File: src/rtl/expr_check_pkg.sv
// Shared state type, signature taps and the expression evaluator for expr_check_pipe.
// The evaluator takes every shape parameter as an argument so one body serves any build.
package expr_check_pkg;

    typedef enum logic [1:0] {
        IDLE = 2'd0,
        RUN  = 2'd1,
        DONE = 2'd2
    } state_t;

    // Feedback taps for the stream signature: bits 15, 13, 12 and 10.
    localparam logic [15:0] SIG_TAPS = 16'hB400;
    localparam int          MAX_W    = 64;

    // Returns sel ? ({rep{a[hi:lo]}, const} & mask) : (!b >> shamt).
    // Only the low ow bits are meaningful; the caller truncates.
    function automatic logic [MAX_W-1:0] expr_eval(
        input logic [MAX_W-1:0] a,
        input logic             b,
        input int               ow,
        input int               field_hi,
        input int               field_lo,
        input int               rep,
        input int               cw,
        input logic [MAX_W-1:0] const_v,
        input logic [MAX_W-1:0] mask,
        input int               shamt
    );
        logic [MAX_W-1:0] t_arm;
        logic [MAX_W-1:0] f_arm;
        int               fw;
        int               k;
        fw    = field_hi - field_lo + 1;
        t_arm = '0;
        f_arm = '0;
        // Walk only the result bits; the constant sits below the replicated field.
        for (int j = 0; j < MAX_W; j++) begin
            if (j < ow) begin
                if (j < cw) begin
                    t_arm[j] = const_v[j] & mask[j];
                end else begin
                    k = j - cw;
                    if (k < rep * fw) begin
                        t_arm[j] = mask[j] & (|((a >> (field_lo + k % fw)) & MAX_W'(1)));
                    end
                end
            end
        end
        if (shamt == 0 && ow > 0) begin
            f_arm[0] = ~b;
        end
        return a[0] ? t_arm : f_arm;
    endfunction

endpackage

File: src/rtl/expr_check_stage.sv
// One pipeline register of expr_check_pipe carrying {valid, res, err}.
// Holds everything on stall; data only loads with a valid beat so results persist.
module expr_check_stage #(
    parameter int OW = 2
) (
    input  logic          clk,
    input  logic          rst_n,
    input  logic          hold,
    input  logic          in_valid,
    input  logic [OW-1:0] in_res,
    input  logic          in_err,
    output logic          out_valid,
    output logic [OW-1:0] out_res,
    output logic          out_err
);

    always_ff @(posedge clk or negedge rst_n) begin
        if (!rst_n) begin
            out_valid <= 1'b0;
            out_res   <= '0;
            out_err   <= 1'b0;
        end else if (!hold) begin
            out_valid <= in_valid;
            if (in_valid) begin
                out_res <= in_res;
                out_err <= in_err;
            end
        end
    end

endmodule

File: src/rtl/expr_check_pipe.sv
// Clocked expression checker: evaluates, pipelines and compares each beat against its expected value.
// Optional stream signature output enabled by EXPR_CHECK_SIGNATURE_EN.
module expr_check_pipe
    import expr_check_pkg::*;
#(
    parameter int DW       = 8,
    parameter int OW       = 2,
    parameter int FIELD_HI = 3,
    parameter int FIELD_LO = 1,
    parameter int REP      = 7,
    parameter int CW       = 12,
    parameter int CONST    = 201,
    parameter int MASK     = 2,
    parameter int SHAMT    = 15,
    parameter int DEPTH    = 2,
    parameter int ECW      = 8
) (
    input  logic           clk,
    input  logic           rst_n,
    input  logic           start,
    input  logic           in_valid,
    output logic           in_ready,
    input  logic [DW-1:0]  in_a,
    input  logic           in_b,
    input  logic [OW-1:0]  in_exp,
    input  logic           in_last,
    output logic           out_valid,
    input  logic           out_ready,
    output logic [OW-1:0]  out_res,
    output logic           out_err,
    output logic           err_sticky,
    output logic [ECW-1:0] err_cnt,
    output logic           busy,
    output logic           done
`ifdef EXPR_CHECK_SIGNATURE_EN
    ,
    output logic [15:0]    sig
`endif
);

    localparam logic [ECW-1:0] ERR_MAX = {ECW{1'b1}};

    // Handshake: a beat moves on a cycle where valid and ready are both high;
    // ready never depends on valid, and a stalled output holds every stage.
    state_t        state_q, state_d;
    logic          last_taken_q, last_taken_d;
    logic          clr;
    logic          stall, accept, handshake, pipe_empty;
    logic [DEPTH:0] v, e;
    logic [OW-1:0] r [DEPTH+1];

    assign stall      = out_valid && !out_ready;
    assign busy       = (state_q == RUN);
    assign done       = (state_q == DONE);
    assign in_ready   = busy && !last_taken_q && !stall;
    assign accept     = in_valid && in_ready;
    assign handshake  = out_valid && out_ready;
    assign pipe_empty = ~|v[DEPTH:1];

    assign v[0] = accept;
    assign r[0] = OW'(expr_eval(MAX_W'(in_a), in_b, OW, FIELD_HI, FIELD_LO, REP, CW,
                                MAX_W'(CONST), MAX_W'(MASK), SHAMT));
    assign e[0] = (r[0] != in_exp);

    for (genvar i = 0; i < DEPTH; i++) begin : g_stage
        expr_check_stage #(.OW(OW)) u_stage (
            .clk       (clk),
            .rst_n     (rst_n),
            .hold      (stall),
            .in_valid  (v[i]),
            .in_res    (r[i]),
            .in_err    (e[i]),
            .out_valid (v[i+1]),
            .out_res   (r[i+1]),
            .out_err   (e[i+1])
        );
    end

    assign out_valid = v[DEPTH];
    assign out_res   = r[DEPTH];
    assign out_err   = e[DEPTH];

    always_ff @(posedge clk or negedge rst_n) begin
        if (!rst_n) begin
            state_q      <= IDLE;
            last_taken_q <= 1'b0;
        end else begin
            state_q      <= state_d;
            last_taken_q <= last_taken_d;
        end
    end

    always_comb begin
        state_d      = state_q;
        last_taken_d = last_taken_q;
        clr          = 1'b0;
        case (state_q)
            IDLE: begin
                if (start) begin
                    state_d = RUN;
                    clr     = 1'b1;
                end
            end
            RUN: begin
                // No beat can be accepted once last is taken, so the two branches never overlap.
                if (last_taken_q && pipe_empty) begin
                    state_d      = DONE;
                    last_taken_d = 1'b0;
                end else if (accept && in_last) begin
                    last_taken_d = 1'b1;
                end
            end
            DONE: begin
                if (start) begin
                    state_d = RUN;
                    clr     = 1'b1;
                end
            end
            default: state_d = IDLE;
        endcase
    end

    always_ff @(posedge clk or negedge rst_n) begin
        if (!rst_n) begin
            err_sticky <= 1'b0;
            err_cnt    <= '0;
        end else if (clr) begin
            err_sticky <= 1'b0;
            err_cnt    <= '0;
        end else if (handshake && out_err) begin
            err_sticky <= 1'b1;
            if (err_cnt != ERR_MAX) begin
                err_cnt <= err_cnt + ECW'(1);
            end
        end
    end

`ifdef EXPR_CHECK_SIGNATURE_EN
    always_ff @(posedge clk or negedge rst_n) begin
        if (!rst_n) begin
            sig <= '0;
        end else if (clr) begin
            sig <= '0;
        end else if (handshake) begin
            sig <= {sig[14:0], ^(sig & SIG_TAPS)} ^ 16'(out_res);
        end
    end
`endif

endmodule

File: config.mk
export PLATFORM = sky130hd
export DESIGN_NAME = expr_check_pipe
export DESIGN_NICKNAME = d
export VERILOG_FILES = /design/src/rtl/expr_check_pkg.sv /design/src/rtl/expr_check_stage.sv /design/src/rtl/expr_check_pipe.sv
export SDC_FILE = /design/constraint.sdc
export NUM_CORES = 1
export LEC_CHECK = 0
export BUFFER_PORTS_ARGS = -buffer_cell sky130_fd_sc_hd__buf_2
export CORE_UTILIZATION = 25
export CTS_CLUSTER_SIZE = 25
export DETAILED_ROUTE_END_ITERATION = 10
export SETUP_SLACK_MARGIN = 0.4
export SYNTH_ARGS = -nofsm -noshare
export SYNTH_HDL_FRONTEND = slang
export SYNTH_SLANG_ARGS = --single-unit
File: constraint.sdc
create_clock -name clk -period 1.4 [get_ports clk]
set_input_delay 0.21 -clock clk [delete_from_list [all_inputs] [get_ports clk]]
set_output_delay 0.21 -clock clk [all_outputs]
set_load 0.02 [all_outputs]
==> impl_metrics.toml, run 1 <==
[run_status]
status = "complete, no violations"

[critical_path]
cp_slowest_cell = "dfrtp_2"
slowest_delay_ps = 420
crit_path_start_kind = "flip-flop"
cp.required_ps = 1190
crit_chain = "nor2b_4 > nor3_4 > buf_6"
end_kind = "output pin"
cp_top_family = "flip-flops"
startpoint = "g_stage[1].u_stage.out_valid$_DFFE_PN0N_"
path_class = "flip-flop to output pin"
worstReg2RegStart = "state_q[1]$_DFFE_PN0P_"
crit_buf_inv = 1
cp.arrival_ps = 1140
cp_max_fo = 2

[yosys]
synth_area_um2 = 840.8
netlist_instances = 80
ys_ff_latch = 16
synth_cell_type_count = 33
synth_area_per_cell_um2 = 10.51
yosysWarnings = 0
seq_area_frac_synth_pct = 47.62

[place]
place_inst = 145
place_hpwl_um = 1393
port-buffer-count = 21
place_ws_ps = 123.4
place_congestion = 0.8108

[run]
maxCapViolCount = 0

[power]
peakVddDrop_mv = 0.8825
switchingPower_w = 0.0007514
internal_power_w = 0.001267
clkPwrFrac_pct = 15.8
combPwrFrac_pct = 48.1
pwr-share-seq_pct = 36.1
sw_frac_of_total_pct = 37.22
cellLeakagePower_nw = 0.5956
powerDensity_mw_per_mm2 = 1480

[cells_and_area]
nets = 140
fin_cells = 165
final.fill_count = 303
drive_above_1_share_pct = 59.50
area_delta_synth_final_pct = 62.20
postLayoutCoreUtil_pct = 43.60
antenna_cells = 0

[detailed_routing]
drt-total-wl_um = 2053
viasPerCell = 4.764
drtIter0Drc = 32
vias = 786
ant_nets = 0
drc_errors = 0
first_pass_iters = 2
routedWlPerCell_um = 12.44

[sta]
max_freq_ghz = 0.7380
worst_hold_slack_ps = 166.4
setup_viol = 0
finalCritPeriodShare_pct = 96.78
rsz0062_at_grt = "true"
finalSetupTns_ps = 0
finClkSkew_ps = 1.432
finalHoldViolCount = 0
worst_slack_ps = 45.03
min_period_ps = 1355
maxSlewViolCount = 0

[global_route]
grt_start_max_net_pins = 17
grt_pass1_vias = 762
grt.busiest_layer = "met2"
grt_util_met3_pct = 4.545
grtUsageMet2_pct = 22.54
antenna_found_initial = 0
grt_usage_pct = 12.92
grt_pass1_wl_um = 3456
grt.met1_usage_pct = 15.47
gr-total-overflow = 0

[floorplanning]
ioPinCount = 33
row_count = 20
dieWidth_um = 60.00
die_area_mm2 = 0.003599
initial_core_util_pct = 26.88
core_area_mm2 = 0.003128
fp.dieH_um = 60.00

[clock_network]
cts_num_sinks = 16
clockRootBuffer = "clkbuf_4"
clkLatencyLatePin_ps = 290
tritoncts = "yes"
numCtsBuffers = 3
clk_pin_slew_ps = 100
clk_path_buf_depth = 2
htree_levels = 1

[worst_hold_path]
min_from = "in_exp[0]"
min_path_type = "primary input to flip-flop"
-- cells by family after synthesis --
family / synth area share, %
AOI/OAI and AO/OA: 14.14
adders and majority gates: 1.488
buffers and inverters: 3.124
DFF: 47.62
muxes: 4.911
other: 0.4460
and+or+nand+nor: 28.27
-- flip-flops by register name, indices dropped and copies added, names as in the netlist --
| name | cells |
|---|---|
| err_cnt | 8 |
| g_stage.u_stage.out_err | 2 |
| g_stage.u_stage.out_valid | 2 |
| state_q | 2 |
| err_sticky | 1 |
| last_taken_q | 1 |
-- metrics by stage --
stage | cell area, um2 | power [W]
finish | 1364 | 0.002019
global route | 1364 | 0.002140
CTS | 1324 | 0.001963
detailed placement | 1062 | 0.001387
global placement | 1062 | 0.001367
floorplan | 909.6 | 0.001182
-- what timing repair did --
item | CTS | global route
setup endpoints to repair | 28 | 29
endpoints found under the hold margin | 16 | 0
hold buffers | 1 | 0
gates resized for setup | 37 | 6
buffers inserted | 12 | 3
pin swaps | 6 | 1
-- worst paths after layout --
path / end / slack (ps) / cells after the start
max: in_ready / 50 / 3
min: g_stage[0].u_stage.out_err$_DFFE_PN0P_ / 170 / 3
max reg2reg: g_stage[0].u_stage.out_err$_DFFE_PN0P_ / 140 / 4
min reg2reg: g_stage[1].u_stage.out_err$_DFFE_PN0P_ / 520 / 1
max in group asynchronous: g_stage[1].u_stage.out_err$_DFFE_PN0P_ / 760 / 2
min in group asynchronous: last_taken_q$_DFFE_PN0P_ / 350 / 2
-- final cells by class --
cell class | instances | area, um2 | area share (%)
Multi-Input combinational cell | 60 | 511.7 | 37.52
Tap cell | 44 | 55.05 | 4.037
Sequential cell | 16 | 412.9 | 30.28
Clock buffer | 4 | 36.28 | 2.661
Inverter | 3 | 13.76 | 1.009
Timing Repair Buffer | 38 | 334.1 | 24.50
-- power by group through the flow --
stage | registers (W) | logic, W | clock network [W]
after CTS | 0.000729 | 0.000907 | 0.000328
after detailed placement | 0.000737 | 0.000650 | 0
after global placement | 0.000727 | 0.000640 | 0
after floorplan | 0.000772 | 0.000410 | 0
after global routing | 0.000748 | 0.00105 | 0.000342
final | 0.000729 | 0.000971 | 0.000319
-- synth_stat cells, drive strengths merged --
cell	instances	area [um2]
mux2i	3	30.03
nor2	5	18.77
nor4b	2	23.77
a311oi	1	8.760
and2	2	12.51
nand2b	5	31.28
a31oi	3	18.77
conb	1	3.750
buf	2	15.01
and4b	2	22.52
nor3b	1	7.510
a41oi	2	17.52
dfrtp	16	400.4
inv	3	11.26
and4	3	31.28
a211oi	3	27.52
a21oi	4	20.02
nor2b	2	20.02
nand2	5	18.77
o21ai	2	10.01
ha	1	12.51
nand4	1	6.260
a21o	1	7.510
a22o	1	8.760
mux2	1	11.26
nor3	3	15.01
nand3	2	10.01
and3	3	20.02
-- layer usage --
layer | part of all wire [%] | routed length [um]
met1 | 46 | 949
met2 | 48 | 995
met3 | 4.9 | 100
met4 | 0.39 | 8
met5 | 0 | 0
-- cell usage in the layout (no fill, tap or decap), drive strengths merged, types with 3 or more instances in the layout --
cell / synthesis / final
nor3: 3 / 3
inv: 3 / 3
nand2b: 5 / 5
nor2: 5 / 5
mux2i: 3 / 3
dfrtp: 16 / 16
and3: 3 / 3
nand2: 5 / 5
a21oi: 4 / 4
clkbuf: 0 / 4
a31oi: 3 / 3
a211oi: 3 / 3
and4: 3 / 3
buf: 2 / 37
-- tightest hold or removal path: cells and delay by family --
family / cells / cell delay [ps]
multiplexers: 1 / 110
AND/OR/NAND/NOR: 1 / 30
buffers and inverters: 1 / 70
Note: power is estimated with default switching activity, not from simulation.
==> inputs of run 2 (changes only) <==
--- a/config.mk
+++ b/config.mk
@@ -6,9 +6,11 @@
 export NUM_CORES = 1
 export LEC_CHECK = 0
 export BUFFER_PORTS_ARGS = -buffer_cell sky130_fd_sc_hd__buf_2
-export CORE_UTILIZATION = 25
+export CORE_UTILIZATION = 40
 export CTS_CLUSTER_SIZE = 25
 export DETAILED_ROUTE_END_ITERATION = 10
+export MAX_ROUTING_LAYER = met4
+export PLACE_DENSITY = 0.68
 export SETUP_SLACK_MARGIN = 0.4
 export SYNTH_ARGS = -nofsm -noshare
 export SYNTH_HDL_FRONTEND = slang
==> run 2 against run 1 <==
Net effect:
- cell count shrank 8.5%
- routed wire length grew 7.5%
- combinational power grew 11%
- clock-buffer cell count is the same
- sequential share of layout area shrank 1.1 points
- non-clock buffer count grew 3
- global-route usage grew 8.0 points
- critical path type unchanged
- critical endpoint unchanged
==> impl_metrics.toml, run 2 (same netlist as run 1, synthesis figures left out) <==
[critical_path]
path_class = "flip-flop to output pin"
cp.arrival_ps = 1130
reg2reg_to = "err_cnt[0]$_DFFE_PN0P_"
crit_chain = "nand2b_4 > nor3_4 > buf_6"
end_kind = "output pin"
r2r_setup_slack_ps = 150
crit_buf_inv = 1
crit_path_start_kind = "flip-flop"
cp_max_fo = 3
cp.required_ps = 1190
r2r_cells = 4
slowest_delay_ps = 380
worstReg2RegStart = "err_cnt[0]$_DFFE_PN0P_"
cp_top_family = "flip-flops"
cp_slowest_cell = "dfrtp_1"

[floorplanning]
ioPinCount = 33
row_count = 16
initial_core_util_pct = 42.86
die_area_mm2 = 0.002289
dieWidth_um = 47.85
fp.dieH_um = 47.85
core_area_mm2 = 0.001962

[global_route]
grt_pass1_wl_um = 3201
gr-total-overflow = 0
antenna_found_initial = 0
grt_pass1_vias = 739
grt_start_max_net_pins = 17
grt_usage_pct = 20.92

[power]
power.total_w = 0.002112
pwr-share-seq_pct = 34.8
internal_power_w = 0.001327
powerDensity_mw_per_mm2 = 1491
switchingPower_w = 0.0007853
sw_frac_of_total_pct = 37.18
peakVddDrop_mv = 1.201
clkPwrFrac_pct = 14.3
combPwrFrac_pct = 50.9
cellLeakagePower_nw = 0.6209

[worst_hold_path]
holdPathStages = 3
min_from = "in_exp[0]"
min_path_type = "primary input to flip-flop"
min_to = "g_stage[0].u_stage.out_err$_DFFE_PN0P_"

[detailed_routing]
routedWlPerCell_um = 14.62
drtIter0Drc = 16
first_pass_iters = 4
drt-total-wl_um = 2208
ant_nets = 0
viasPerCell = 5.351
drc_errors = 0
vias = 808

[sta]
rsz0062_at_grt = "true"
worst_slack_ps = 59.43
min_period_ps = 1341
finalSetupTns_ps = 0
max_freq_ghz = 0.7460
finalHoldViolCount = 0
finalCritPeriodShare_pct = 95.75
setup_viol = 0
maxSlewViolCount = 0
finClkSkew_ps = 2.029

[run_status]
status = "complete, no violations"

[place]
place_congestion = 0.8525
post_dp_cell_area_mm2 = 0.001041
place_ws_ps = 151.5
place_hpwl_um = 1343
port-buffer-count = 21

[cells_and_area]
antenna_cells = 0
largest_reg_flops = 8
postLayoutCoreUtil_pct = 72.19
nets = 143
area_delta_synth_final_pct = 68.45
layout_common_cells = "19 x buf_6, 14 x buf_4, 10 x dfrtp_2"
drive_above_1_share_pct = 66.94
final_common_cell = "buf_6"
regMostFlops = "err_cnt"
final_area_mm2 = 0.001416

[clock_network]
numCtsBuffers = 3
clk_pin_slew_ps = 90
clk_path_buf_depth = 2
cts_num_sinks = 16
clockRootBuffer = "clkbuf_4"
tritoncts = "yes"
clkLatencyLatePin_ps = 280
htree_levels = 1

[run]
maxCapViolCount = 0
==> run 2: changes by cell type in the layout (fill, tap and decap cells not counted), sizes merged <==
cell  delta
buf      +3
==> run 2: power groups by stage <==
stage | Sequential (W) | Combinational (W) | Clock [W]
after CTS | 0.000720 | 0.000941 | 0.000313
after floorplan | 0.000772 | 0.000410 | 0
final | 0.000734 | 0.00108 | 0.000302
after global routing | 0.000752 | 0.00117 | 0.000332
after global placement | 0.000722 | 0.000640 | 0
after detailed placement | 0.000735 | 0.000650 | 0
==> run 2: area by class of cell <==
cell class,count,area (um2)
Clock buffer,4,36.28
Fill cell,156,545.5
Inverter,3,13.76
Multi-Input combinational cell,60,555.5
Sequential cell,16,412.9
Tap cell,27,33.78
Timing Repair Buffer,41,364.1
==> run 2: stage by stage <==
step	instances	hold slack, ps
CTS	149	186.0
finish	151	181.6
global route	151	200.0
floorplan	81	-85.59
global placement	128	144.5
detailed placement	128	142.5
==> run 2: repair_timing <==
action,4_1_cts,5_1_grt
endpoints found under the setup margin,28,29
pin swaps,6,3
hold endpoints to repair,16,0
hold buffers,1,0
setup buffers,16,2
gates resized for setup,40,15
==> run 2: worst max path at each step <==
stage	from	end	slack, ps	cells after the start
after floorplan	err_cnt[1]$_DFFE_PN0P_	err_cnt[3]$_DFFE_PN0P_	180	4
after global placement	err_cnt[0]$_DFFE_PN0P_	err_cnt[1]$_DFFE_PN0P_	170	4
after detailed placement	err_cnt[0]$_DFFE_PN0P_	err_cnt[1]$_DFFE_PN0P_	150	4
after CTS	g_stage[1].u_stage.out_valid$_DFFE_PN0N_	in_ready	60	3
after global routing	state_q[1]$_DFFE_PN0P_	in_ready	10	3
final	state_q[1]$_DFFE_PN0P_	in_ready	60	3
==> run 2: metal layers <==
metal / global-route usage, % / wire length, um / share of wire [%]
met5: - / 0 / 0
met4: 6.111 / 62 / 2.8
met3: 3.774 / 82 / 3.7
met2: 35.14 / 1090 / 49
met1: 25.53 / 972 / 44
==> run 2: tightest hold or removal path, stage by stage <==
cell and delay, ps:
buf_2 70, nor2_1 30, mux2i_1 110
==> inputs of run 3 (changes only) <==
--- a/config.mk
+++ b/config.mk
@@ -10,8 +10,9 @@
 export CTS_CLUSTER_SIZE = 25
 export DETAILED_ROUTE_END_ITERATION = 10
 export MAX_ROUTING_LAYER = met4
-export PLACE_DENSITY = 0.68
+export PLACE_DENSITY = 0.66
 export SETUP_SLACK_MARGIN = 0.4
 export SYNTH_ARGS = -nofsm -noshare
 export SYNTH_HDL_FRONTEND = slang
+export SYNTH_HIERARCHICAL = 1
 export SYNTH_SLANG_ARGS = --single-unit
==> run 3 against run 2 <==
Net effect:
- the run now ends with setup timing left
- non-clock buffer count increased by 20
- sequential power increased by 26%
- utilization increased by 9.0 points
- critical path depth increased by 2
- clock power increased by 13%
- critical path type is now flip-flop to flip-flop
- largest cell class unchanged
- largest power group unchanged
==> impl_metrics.toml, run 3 <==
[run_status]
status = "finished with violations"
failed_checks = "setup timing"

[sta]
worst_slack_ps = -178.6
finalCritPeriodShare_pct = 112.8
rsz0062_at_grt = "true"
worst_hold_slack_ps = 167.2
min_period_ps = 1579
setup_viol = 6
finalHoldViolCount = 0
max_freq_ghz = 0.6335
maxSlewViolCount = 0
finClkSkew_ps = 1.504

[power]
cellLeakagePower_nw = 0.8377
powerDensity_mw_per_mm2 = 1705
clkPwrFrac_pct = 11.0
internal_power_w = 0.001993
peakVddDrop_mv = 1.737
pwr-share-seq_pct = 29.9
combPwrFrac_pct = 59.0
sw_frac_of_total_pct = 35.53
switchingPower_w = 0.001098

[floorplanning]
initial_core_util_pct = 43.08
fp.dieH_um = 51.05
dieWidth_um = 51.05
die_area_mm2 = 0.002606
core_area_mm2 = 0.002233
ioPinCount = 33
row_count = 17

[clock_network]
numCtsBuffers = 3
htree_levels = 1
clk_pin_slew_ps = 110
cts_num_sinks = 20
clockRootBuffer = "clkbuf_4"
tritoncts = "yes"
clkLatencyLatePin_ps = 310
clk_path_buf_depth = 2

[detailed_routing]
drc_errors = 0
drtIter0Drc = 4
drt-total-wl_um = 2702
first_pass_iters = 4
ant_nets = 0
vias = 900
viasPerCell = 5.028
routedWlPerCell_um = 15.09

[yosys]
yosysWarnings = 6
ys_ff_latch = 20
netlist_instances = 85
synth_common_cells = "20 x dfrtp_1, 7 x nor2_1, 6 x mux2_4, 6 x nand2_1"
yosys.cell_count.top_type = "dfrtp_1"
synth_area_um2 = 962.2
synth_area_per_cell_um2 = 11.32
seq_area_frac_synth_pct = 52.02
synth_ff_type = "dfrtp_1"
synth_cell_type_count = 31
yosys.area.top_type = "dfrtp_1"
synthTopCellsByArea = "dfrtp_1 52%, mux2_4 9.4%, nor2b_4 2.9%"
async_flop_share_pct = 100.0
synth_top_area_share_pct = 52.02
synth_edf_count = 0

[global_route]
grt_start_max_net_pins = 21
antenna_found_initial = 0
gr-total-overflow = 0
grt_pass1_vias = 842
grt_usage_pct = 21.56
grt_pass1_wl_um = 3877

[critical_path]
path_class = "flip-flop to flip-flop"
end_kind = "flip-flop"
crit_path_start_kind = "flip-flop"
cp_max_fo = 2
cp.required_ps = 1650
cp.arrival_ps = 1830

[cells_and_area]
area_delta_synth_final_pct = 88.43
nets = 170
largest_reg_flops = 8
final_common_cell = "buf_6"
multi_input_area_um2 = 633.1
antenna_cells = 0
regMostFlops = "err_cnt"
drive_above_1_share_pct = 70.20
reg.largest.list = "err_cnt x8, g_stage.u_stage/out_res x4"
seq_area_um2 = 509.2
final.fill_count = 135
layout_common_cells = "37 x buf_6, 16 x buf_4, 13 x dfrtp_1"

[worst_hold_path]
min_path_type = "primary input to flip-flop"

[place]
place_ws_ps = -154.4
place_congestion = 0.7484
port-buffer-count = 23
place_hpwl_um = 1482

[run]
maxCapViolCount = 0
run 3: critical path, cell delays in order, from the launching register on:
cell     delay [ps]
dfrtp_2         440
ha_4            160
and3_4          160
a21o_1          160
or4_4           470
a21oi_2         120
run 3: what timing repair did:
item | in CTS | in global routing
endpoints found under the setup margin | 35 | 36
pin swaps | 11 | 12
resized for setup | 67 | 15
hold endpoints to repair | 20 | 0
buffers inserted | 8 | 10
hold buffers | 1 | 0
run 3: final timing paths:
path,startpoint,endpoint,slack (ps),depth (start not counted)
worst max-delay path,err_cnt[1]$_DFFE_PN0P_,err_cnt[5]$_DFFE_PN0P_,-180,5
worst min-delay path,in_last,last_taken_q$_DFFE_PN0P_,170,3
worst max register to register,err_cnt[1]$_DFFE_PN0P_,err_cnt[5]$_DFFE_PN0P_,-180,5
worst min register to register,g_stage[0].u_stage/out_res[1]$_DFFE_PN0P_,g_stage[1].u_stage/out_res[1]$_DFFE_PN0P_,520,1
max in group asynchronous,rst_n,err_cnt[6]$_DFFE_PN0P_,700,2
min in group asynchronous,rst_n,err_cnt[5]$_DFFE_PN0P_,360,2
run 3: area by class of cell:
type | count | share of cell area (%)
clock buffers | 4 | 2.001
inverters | 4 | 0.9662
multi-input cells | 62 | 34.92
flip-flops and latches | 20 | 28.09
well taps | 28 | 1.932
repair buffers | 61 | 32.09
run 3: through the flow:
stage          TNS, ps  instances  instance area (um2)  total power, W  utilization (%)
4_1_cts         -637.5        169                 1670        0.002853            74.79
5_1_grt          -1182        179                 1813        0.003236            81.18
6_report        -682.1        179                 1813        0.003091            81.18
2_1_floorplan   -785.4         86                 1033        0.001587                -
3_5_place_dp    -507.5        156                 1326        0.001988            59.38
3_3_place_gp    -419.0        156                 1326        0.001963            59.38
run 3: kinds of logic after synthesis:
group,synth area share [%]
adders and majority gates,1.300
AOI/OAI and AO/OA,9.884
DFF,52.02
and+or+nand+nor,21.59
xor gates and xnor gates,1.821
buffers and inverters,1.560
muxes,11.44
other,0.3897
run 3: metal layers:
layer	part of all wire [%]	wire length [um]	track usage, %
met1	39	1046	22.20
met2	55	1485	38.16
met3	3.1	85	3.571
met4	3.1	84	12.96
met5	0	0	-
run 3: power by group through the flow:
| stage | Sequential [W] | Clock [W] | Combinational [W] |
|---|---|---|---|
| 6_report | 0.000924 | 0.000341 | 0.00182 |
| 5_1_grt | 0.000943 | 0.000370 | 0.00192 |
| 4_1_cts | 0.000908 | 0.000347 | 0.00160 |
| 3_5_place_dp | 0.000880 | 0 | 0.00111 |
| 3_3_place_gp | 0.000875 | 0 | 0.00109 |
| 2_1_floorplan | 0.000994 | 0 | 0.000593 |
